**config.mk**
```make
export PLATFORM = sky130hd
export DESIGN_NAME = ws2811_tx
export DESIGN_NICKNAME = d
export VERILOG_FILES = /design/src/rtl/ws2811_tx_pkg.sv /design/src/rtl/ws2811_tx_gamma.sv /design/src/rtl/ws2811_tx.sv
export SDC_FILE = /design/constraint.sdc
export NUM_CORES = 1
export LEC_CHECK = 0
export ABC_AREA = 0
export CAP_MARGIN = 20
export CORE_UTILIZATION = 35
export CTS_CLUSTER_DIAMETER = 40
export DETAILED_ROUTE_END_ITERATION = 6
export GPL_ROUTABILITY_DRIVEN = 0
export GPL_TIMING_DRIVEN = 0
export HOLD_SLACK_MARGIN = 0.02
export PLACE_DENSITY = 0.52
export SLEW_MARGIN = 5
export SYNTH_ARGS = -nofsm -noshare
export SYNTH_HDL_FRONTEND = slang
export SYNTH_SLANG_ARGS = --single-unit
```
**constraint.sdc**
```tcl
create_clock -name clk -period 4.4 [get_ports clk]
set_input_delay 1.1 -clock clk [delete_from_list [all_inputs] [get_ports clk]]
set_output_delay 1.1 -clock clk [all_outputs]
set_load 0.05 [all_outputs]
```
**src/rtl/ws2811_tx_pkg.sv**
```systemverilog
// ----------------------------------------------------------------------------
// ws2811_tx_pkg
// Shared definitions for the WS2811/WS2812 serializer:
//   - state_t        : serializer FSM state encoding
//   - *_DEF          : default timing constants for a 50 MHz clock
//   - R/G/B_MSB/LSB  : bit positions of the colour fields in a 24-bit pixel
//   - grb_word()     : packs three channels into the on-wire GRB order
// ----------------------------------------------------------------------------
package ws2811_tx_pkg;

    typedef enum logic [1:0] {
        ST_IDLE  = 2'd0,
        ST_LOAD  = 2'd1,
        ST_BITS  = 2'd2,
        ST_LATCH = 2'd3
    } state_t;

    // Timing defaults at 50 MHz (20 ns per clock).
    localparam int T0H_CYC_DEF   = 20;    // 0.40 us
    localparam int T1H_CYC_DEF   = 40;    // 0.80 us
    localparam int BIT_CYC_DEF   = 63;    // ~1.25 us
    localparam int RESET_CYC_DEF = 2600;  // 52 us latch
    localparam int NPIX_W_DEF    = 10;

    // Pixel field positions: R[23:16], G[15:8], B[7:0].
    localparam int PIX_W = 24;
    localparam int R_MSB = 23;
    localparam int R_LSB = 16;
    localparam int G_MSB = 15;
    localparam int G_LSB = 8;
    localparam int B_MSB = 7;
    localparam int B_LSB = 0;

    // The LED string expects green first, then red, then blue.
    function automatic logic [PIX_W-1:0] grb_word(input logic [7:0] r,
                                                  input logic [7:0] g,
                                                  input logic [7:0] b);
        return {g, r, b};
    endfunction

endpackage

```
**src/rtl/ws2811_tx_gamma.sv**
```systemverilog
// ----------------------------------------------------------------------------
// ws2811_tx_gamma
// Combinational 8-bit gamma lookup (gamma ~2.8), one instance per channel.
// Ports:
//   value     in  8  linear channel intensity
//   corrected out 8  perceptually corrected intensity
// ----------------------------------------------------------------------------
module ws2811_tx_gamma (
    input  logic [7:0] value,
    output logic [7:0] corrected
);

    localparam logic [7:0] LUT [256] = '{
        8'd0,   8'd0,   8'd0,   8'd0,   8'd0,   8'd0,   8'd0,   8'd0,   8'd0,   8'd0,   8'd0,   8'd0,   8'd0,   8'd0,   8'd0,   8'd0,
        8'd0,   8'd0,   8'd0,   8'd0,   8'd0,   8'd0,   8'd0,   8'd0,   8'd0,   8'd0,   8'd0,   8'd0,   8'd1,   8'd1,   8'd1,   8'd1,
        8'd1,   8'd1,   8'd1,   8'd1,   8'd1,   8'd1,   8'd1,   8'd1,   8'd1,   8'd2,   8'd2,   8'd2,   8'd2,   8'd2,   8'd2,   8'd2,
        8'd2,   8'd3,   8'd3,   8'd3,   8'd3,   8'd3,   8'd3,   8'd3,   8'd4,   8'd4,   8'd4,   8'd4,   8'd4,   8'd5,   8'd5,   8'd5,
        8'd5,   8'd6,   8'd6,   8'd6,   8'd6,   8'd7,   8'd7,   8'd7,   8'd7,   8'd8,   8'd8,   8'd8,   8'd9,   8'd9,   8'd9,   8'd10,
        8'd10,  8'd10,  8'd11,  8'd11,  8'd11,  8'd12,  8'd12,  8'd13,  8'd13,  8'd13,  8'd14,  8'd14,  8'd15,  8'd15,  8'd16,  8'd16,
        8'd17,  8'd17,  8'd18,  8'd18,  8'd19,  8'd19,  8'd20,  8'd20,  8'd21,  8'd21,  8'd22,  8'd22,  8'd23,  8'd24,  8'd24,  8'd25,
        8'd25,  8'd26,  8'd27,  8'd27,  8'd28,  8'd29,  8'd29,  8'd30,  8'd31,  8'd32,  8'd32,  8'd33,  8'd34,  8'd35,  8'd35,  8'd36,
        8'd37,  8'd38,  8'd39,  8'd39,  8'd40,  8'd41,  8'd42,  8'd43,  8'd44,  8'd45,  8'd46,  8'd47,  8'd48,  8'd49,  8'd50,  8'd50,
        8'd51,  8'd52,  8'd54,  8'd55,  8'd56,  8'd57,  8'd58,  8'd59,  8'd60,  8'd61,  8'd62,  8'd63,  8'd64,  8'd66,  8'd67,  8'd68,
        8'd69,  8'd70,  8'd72,  8'd73,  8'd74,  8'd75,  8'd77,  8'd78,  8'd79,  8'd81,  8'd82,  8'd83,  8'd85,  8'd86,  8'd87,  8'd89,
        8'd90,  8'd92,  8'd93,  8'd95,  8'd96,  8'd98,  8'd99,  8'd101, 8'd102, 8'd104, 8'd105, 8'd107, 8'd109, 8'd110, 8'd112, 8'd114,
        8'd115, 8'd117, 8'd119, 8'd120, 8'd122, 8'd124, 8'd126, 8'd127, 8'd129, 8'd131, 8'd133, 8'd135, 8'd137, 8'd138, 8'd140, 8'd142,
        8'd144, 8'd146, 8'd148, 8'd150, 8'd152, 8'd154, 8'd156, 8'd158, 8'd160, 8'd162, 8'd164, 8'd167, 8'd169, 8'd171, 8'd173, 8'd175,
        8'd177, 8'd180, 8'd182, 8'd184, 8'd186, 8'd189, 8'd191, 8'd193, 8'd196, 8'd198, 8'd200, 8'd203, 8'd205, 8'd208, 8'd210, 8'd213,
        8'd215, 8'd218, 8'd220, 8'd223, 8'd225, 8'd228, 8'd231, 8'd233, 8'd236, 8'd239, 8'd241, 8'd244, 8'd247, 8'd249, 8'd252, 8'd255
    };

    assign corrected = LUT[value];

endmodule

```
**src/rtl/ws2811_tx.sv**
```systemverilog
// ----------------------------------------------------------------------------
// ws2811_tx
// Serializes a frame of 24-bit RGB pixels into the WS2811/WS2812 NRZ
// waveform: GRB order, MSB first, followed by a low latch interval.
// Ports:
//   clk, rst_n   clock, asynchronous active-low reset
//   start        one-cycle frame start (ignored while busy or on done)
//   num_pixels   pixels in the frame, sampled on an accepted start
//   gamma_en     apply gamma to every channel, sampled on each pixel load
//   pix_data     R[23:16] G[15:8] B[7:0]
//   pix_valid    pix_data is valid
//   pix_ready    pixel accepted on pix_valid && pix_ready
//   dout         registered serial line to the LED string
//   busy         high from accepted start until done
//   done         one-cycle pulse when the latch interval ends
//   underrun     one-cycle pulse when the next pixel was not available
// ----------------------------------------------------------------------------
module ws2811_tx
    import ws2811_tx_pkg::*;
#(
    parameter int T0H_CYC   = T0H_CYC_DEF,
    parameter int T1H_CYC   = T1H_CYC_DEF,
    parameter int BIT_CYC   = BIT_CYC_DEF,
    parameter int RESET_CYC = RESET_CYC_DEF,
    parameter int NPIX_W    = NPIX_W_DEF
) (
    input  logic              clk,
    input  logic              rst_n,
    input  logic              start,
    input  logic [NPIX_W-1:0] num_pixels,
    input  logic              gamma_en,
    input  logic [PIX_W-1:0]  pix_data,
    input  logic              pix_valid,
    output logic              pix_ready,
    output logic              dout,
    output logic              busy,
    output logic              done,
    output logic              underrun
);

    localparam int CYC_MAX = (BIT_CYC > RESET_CYC) ? BIT_CYC : RESET_CYC;
    localparam int CYC_W   = $clog2(CYC_MAX + 1);

    localparam logic [CYC_W-1:0]  BIT_LAST    = CYC_W'(BIT_CYC - 1);
    localparam logic [CYC_W-1:0]  BIT_PRELAST = CYC_W'(BIT_CYC - 2);
    localparam logic [CYC_W-1:0]  LATCH_LAST  = CYC_W'(RESET_CYC - 1);
    localparam logic [CYC_W-1:0]  T0H         = CYC_W'(T0H_CYC);
    localparam logic [CYC_W-1:0]  T1H         = CYC_W'(T1H_CYC);
    localparam logic [4:0]        LAST_BIT    = 5'd23;
    localparam logic [NPIX_W-1:0] ONE_PIX     = NPIX_W'(1);

    state_t            state;
    logic [CYC_W-1:0]  cyc;
    logic [4:0]        bit_idx;
    logic [NPIX_W-1:0] remaining;
    logic [PIX_W-1:0]  sr;

    logic [7:0]        r_gam, g_gam, b_gam;
    logic [PIX_W-1:0]  load_word;
    logic [CYC_W-1:0]  cyc_inc;
    logic [CYC_W-1:0]  hi_len;
    logic              take;

    ws2811_tx_gamma u_gamma_r (.value(pix_data[R_MSB:R_LSB]), .corrected(r_gam));
    ws2811_tx_gamma u_gamma_g (.value(pix_data[G_MSB:G_LSB]), .corrected(g_gam));
    ws2811_tx_gamma u_gamma_b (.value(pix_data[B_MSB:B_LSB]), .corrected(b_gam));

    always_comb begin
        // NOTE: assign a default before any condition so no path leaves the
        // signal unassigned, which would infer a latch.
        load_word = grb_word(pix_data[R_MSB:R_LSB], pix_data[G_MSB:G_LSB],
                             pix_data[B_MSB:B_LSB]);
        if (gamma_en) begin
            load_word = grb_word(r_gam, g_gam, b_gam);
        end
    end

    assign take    = pix_valid && pix_ready;
    assign cyc_inc = cyc + 1'b1;
    assign hi_len  = sr[PIX_W-1] ? T1H : T0H;

    // dout is registered, so every transition computes the level the line
    // must carry in the *next* cycle. A fresh bit always starts high.
    always_ff @(posedge clk or negedge rst_n) begin
        if (!rst_n) begin
            state     <= ST_IDLE;
            cyc       <= '0;
            bit_idx   <= '0;
            remaining <= '0;
            sr        <= '0;
            dout      <= 1'b0;
            busy      <= 1'b0;
            done      <= 1'b0;
            underrun  <= 1'b0;
            pix_ready <= 1'b0;
        end else begin
            // NOTE: sequential state uses non-blocking assignments so every
            // register samples pre-edge values regardless of statement order.
            done      <= 1'b0;
            underrun  <= 1'b0;
            pix_ready <= 1'b0;

            unique case (state)
                ST_IDLE: begin
                    dout <= 1'b0;
                    // A start landing on the done cycle is deliberately dropped.
                    if (start && !done) begin
                        busy      <= 1'b1;
                        remaining <= num_pixels;
                        cyc       <= '0;
                        if (num_pixels == '0) begin
                            state <= ST_LATCH;
                        end else begin
                            state     <= ST_LOAD;
                            pix_ready <= 1'b1;
                        end
                    end
                end

                ST_LOAD: begin
                    dout <= 1'b0;
                    if (take) begin
                        sr      <= load_word;
                        cyc     <= '0;
                        bit_idx <= '0;
                        dout    <= 1'b1;
                        state   <= ST_BITS;
                    end else begin
                        pix_ready <= 1'b1;
                    end
                end

                ST_BITS: begin
                    if (cyc != BIT_LAST) begin
                        cyc  <= cyc_inc;
                        dout <= (cyc_inc < hi_len);
                        // Open the handover window for the final cycle of bit 23.
                        pix_ready <= (bit_idx == LAST_BIT) && (cyc == BIT_PRELAST) &&
                                     (remaining > ONE_PIX);
                    end else if (bit_idx != LAST_BIT) begin
                        cyc     <= '0;
                        bit_idx <= bit_idx + 5'd1;
                        sr      <= {sr[PIX_W-2:0], 1'b0};
                        dout    <= 1'b1;
                    end else begin
                        remaining <= remaining - ONE_PIX;
                        cyc       <= '0;
                        bit_idx   <= '0;
                        if (remaining > ONE_PIX) begin
                            if (take) begin
                                sr   <= load_word;
                                dout <= 1'b1;
                            end else begin
                                // Source missed the handover: wait in LOAD with the line low.
                                underrun  <= 1'b1;
                                dout      <= 1'b0;
                                pix_ready <= 1'b1;
                                state     <= ST_LOAD;
                            end
                        end else begin
                            dout  <= 1'b0;
                            state <= ST_LATCH;
                        end
                    end
                end

                ST_LATCH: begin
                    dout <= 1'b0;
                    if (cyc == LATCH_LAST) begin
                        cyc   <= '0;
                        done  <= 1'b1;
                        busy  <= 1'b0;
                        state <= ST_IDLE;
                    end else begin
                        cyc <= cyc_inc;
                    end
                end

                default: state <= ST_IDLE;
            endcase
        end
    end

endmodule

```
==> Implementation_results.wiki, run 1 <==
{| class="wikitable"
! Metric !! Value
|-
| Actual transition at the worst max-transition pin || between 0.8 and 0.9 ns
|-
| Worst path arrival time || between 4 and 5 ns
|-
| Total power density per cell area || about 350 mW/mm^2
|-
| Hold_buf cts || 0
|-
| WS Path Type || input pin to flip-flop
|-
| Final period utilization || ~96%
|-
| Share of cells above drive strength 1 || about 5.0%
|-
| Final critical path time including I/O delays and setup || between 4 and 5 ns
|-
| Vias after detailed routing || ~9300
|-
| Largest net degree at the start of global routing || 59
|-
| ANT cells || 0
|-
| Post-synthesis instance area || about 0.008 sq mm
|-
| Post-cts sizing count || 0
|-
| Post-CTS setup buffers || 0
|-
| Vias in the first global route || roughly 8700
|-
| Fraction of synthesis flops using an asynchronous set or reset pin || 100%
|-
| NumNets Final || approximately 1300
|-
| # clock sinks || 58
|-
| Kind of end point of the critical path || flip-flop
|-
| Average cell area after synthesis || between 7 and 8 sq um
|-
| Number of cells produced by synthesis || 1132
|-
| Detailed-placement wirelength estimate || 20.8 mm
|-
| Number of DRC violations after detailed routing || 4
|-
| Post-synth top flop || dfrtp_1
|-
| Horizontal die dimension || 153 um
|-
| Global-route wire length before repair || between 40 and 50 mm
|-
| Count of maximum capacitance violations || 0
|-
| Max-slew violation count || 0
|-
| Syn nets || 1235
|-
| Most frequent cells in the layout || o21ai_0, nand2_1, a21oi_1
|-
| Post-synth EDFFs || 0
|-
| Final Hold Fails || 0
|-
| Maximum buffer depth of the clock tree || 2
|-
| Critical path fanouts, max || 10
|-
| Outcome || complete, but fails checks
|-
| Grt ovf || 0
|-
| Design Power || 3.21 mW
|-
| Die Outline Area || 0.0233 sq mm
|-
| Final Skew || around 0.0073 ns
|-
| Synthesis-stage register bit count || between 50 and 60
|-
| Setup total negative slack || 0 ns
|-
| Worst hold path type || flip-flop to flip-flop
|-
| Number of antenna violations at the first check in global routing || 0
|-
| Area of the core region || about 0.022 sq mm
|-
| Die outline height || between 150 and 200 um
|-
| Reported leakage power || 3.46 nW
|-
| Area growth syn-to-layout || 13.9%
|-
| Util after Layout || around two fifths
|-
| Fill count || around 2300
|-
| Drt pass-1 iters || 7
|-
| Leading cell type in the layout, fill and taps excluded || o21ai_0
|-
| Drt first-iter violations || ~1300
|-
| FMAX || 0.237 GHz
|-
| Seq/Total Area, Yosys || between 15 and 20%
|-
| Unique masters post-synth || 86
|-
| Warnings, synthesis || 0
|-
| Clock transition at the registers of the reported paths || approximately 0.05 ns
|-
| Final setup violation count || 0
|-
| Starting density of the core || 36.1%
|-
| ANT nets after route || 0
|-
| Total routing usage reported by global routing || between 20 and 25%
|-
| Row cnt || 54
|-
| Violated checks || DRC
|-
| Sum of routed wire length over all layers || approximately 29 mm
|-
| Vias per inst || about 6.3
|-
| Count of port buffers added during placement || 41
|-
| Clock latency on the worst-skew pair || 0.33 ns
|-
| Worst slew margin || 42.9%
|-
| TritonCTS clock tree || built
|-
| Clock root buffer || clkbuf_16
|-
| # H-tree levels || 3
|-
| Total I/O pin count || between 40 and 50
|-
| Maximum vdd drop || ~0.19 mV
|-
| Average routed wire per standard cell || about 20 um
|-
| Setup crit start kind || input pin
|-
| Data required time at the worst endpoint || ~4.7 ns
|-
| Inserted Clock Buffers || 9
|}
path summary, 6_finish.rpt:
path                         startpoint    endpoint  slack [ns]  cells after the start
setup reg to reg           remaining[5]      sr[20]        1.50                      7
min in group asynchronous         rst_n        dout        0.85                      1
max in group asynchronous         rst_n  bit_idx[4]        3.06                      1
hold reg to reg                   sr[2]       sr[2]        0.48                      1
hold / removal                    sr[2]       sr[2]        0.48                      1
setup / recovery           pix_data[17]      sr[10]        0.19                     10
logic make-up (layout without fill, tap and decap cells):
logic type / after synthesis / in the layout / share of synthesized area, %
compound gates: 463 / 463 / 37.8
xor+xnor: 9 / 9 / 0.992
fa+ha+maj: 64 / 64 / 10.1
buf+inv: 129 / 185 / 6.80
flops: 58 / 58 / 18.3
mux: 14 / 14 / 1.97
simple gates: 395 / 395 / 24.1
worst max-delay path: stages:
cell,delay [ns]
clkdlybuf4s50_1,0.66
clkbuf_1,0.44
inv_1,0.27
ha_1,0.45
nor2b_1,0.50
o21ai_0,0.16
a311oi_1,0.42
a211oi_1,0.11
a311oi_2,0.24
a221o_2,0.14
where the power goes:
| group | switching (mW) | internal [mW] |
|---|---|---|
| Combinational | 0.954 | 0.558 |
| Sequential | 0.160 | 0.728 |
| Clock | 0.245 | 0.564 |
cell usage after synthesis (8+ instances only):
cell	count	area, sq um
nand2b_1	36	225
nor2_1	105	394
a311oi_1	9	78.8
dfrtp_1	58	1450
nand3_1	34	170
mux2i_1	10	100
a211oi_1	25	188
clkbuf_1	72	270
ha_1	64	801
nor2b_1	17	106
a31oi_1	21	131
o211ai_1	26	195
a21oi_1	107	536
nand2_1	112	420
o21ai_0	123	616
nor3_1	28	140
a22oi_1	11	82.6
o31ai_1	14	105
inv_1	35	131
o22ai_1	21	131
a2111oi_0	11	96.3
o311ai_0	9	78.8
o221ai_1	8	70.1
routing by layer:
layer	vias to the layer above	track usage (%)	share of wire [%]	routed length, um
met5	-	0	0	0
met4	0	8.61	3.3	941
met3	107	2.87	8.3	2400
met2	542	38.1	44	12700
met1	4283	34.1	44	12800
li1	4345	-	-	-
sequential cells by signal, summed over array words and instances (netlist names):
register / count
state: 2
cyc: 12
pix_ready: 1
done: 1
busy: 1
bit_idx: 5
remaining: 10
sr: 24
dout: 1
underrun: 1
metrics by stage:
| step | instance area (sq um) | hold WS (ns) | worst slack, ns | std cells |
|---|---|---|---|---|
| finish | 9050 | 0.476 | 0.188 | 1468 |
| global route | 9050 | 0.491 | -0.00407 | 1468 |
| CTS | 9050 | 0.480 | 0.164 | 1468 |
| detailed placement | 8700 | 0.468 | -0.173 | 1453 |
| global placement | 8710 | 0.462 | -0.245 | 1453 |
| floorplan | 7950 | 0.446 | 1.19 | 1132 |
cell type report:
cell class / count / area, sq um / area share [%]
clock buffers: 10 / 239 / 2.64
plain buffers: 91 / 398 / 4.40
clock inverters: 5 / 103 / 1.13
inverters: 38 / 146 / 1.62
multi-input cells: 945 / 5950 / 65.8
repair buffers: 41 / 408 / 4.51
flip-flops and latches: 58 / 1450 / 16.0
well taps: 280 / 350 / 3.87
Note: power is estimated with default switching activity, not from simulation.
==> run 2, diff against run 1 <==
--- a/config.mk
+++ b/config.mk
@@ -14,6 +14,7 @@
 export GPL_TIMING_DRIVEN = 0
 export HOLD_SLACK_MARGIN = 0.02
 export PLACE_DENSITY = 0.52
+export SKIP_CTS_REPAIR_TIMING = 1
 export SLEW_MARGIN = 5
 export SYNTH_ARGS = -nofsm -noshare
 export SYNTH_HDL_FRONTEND = slang
==> results of run 2 <==
Same layout as run 1: the final DEF is identical, and so are final timing and power.
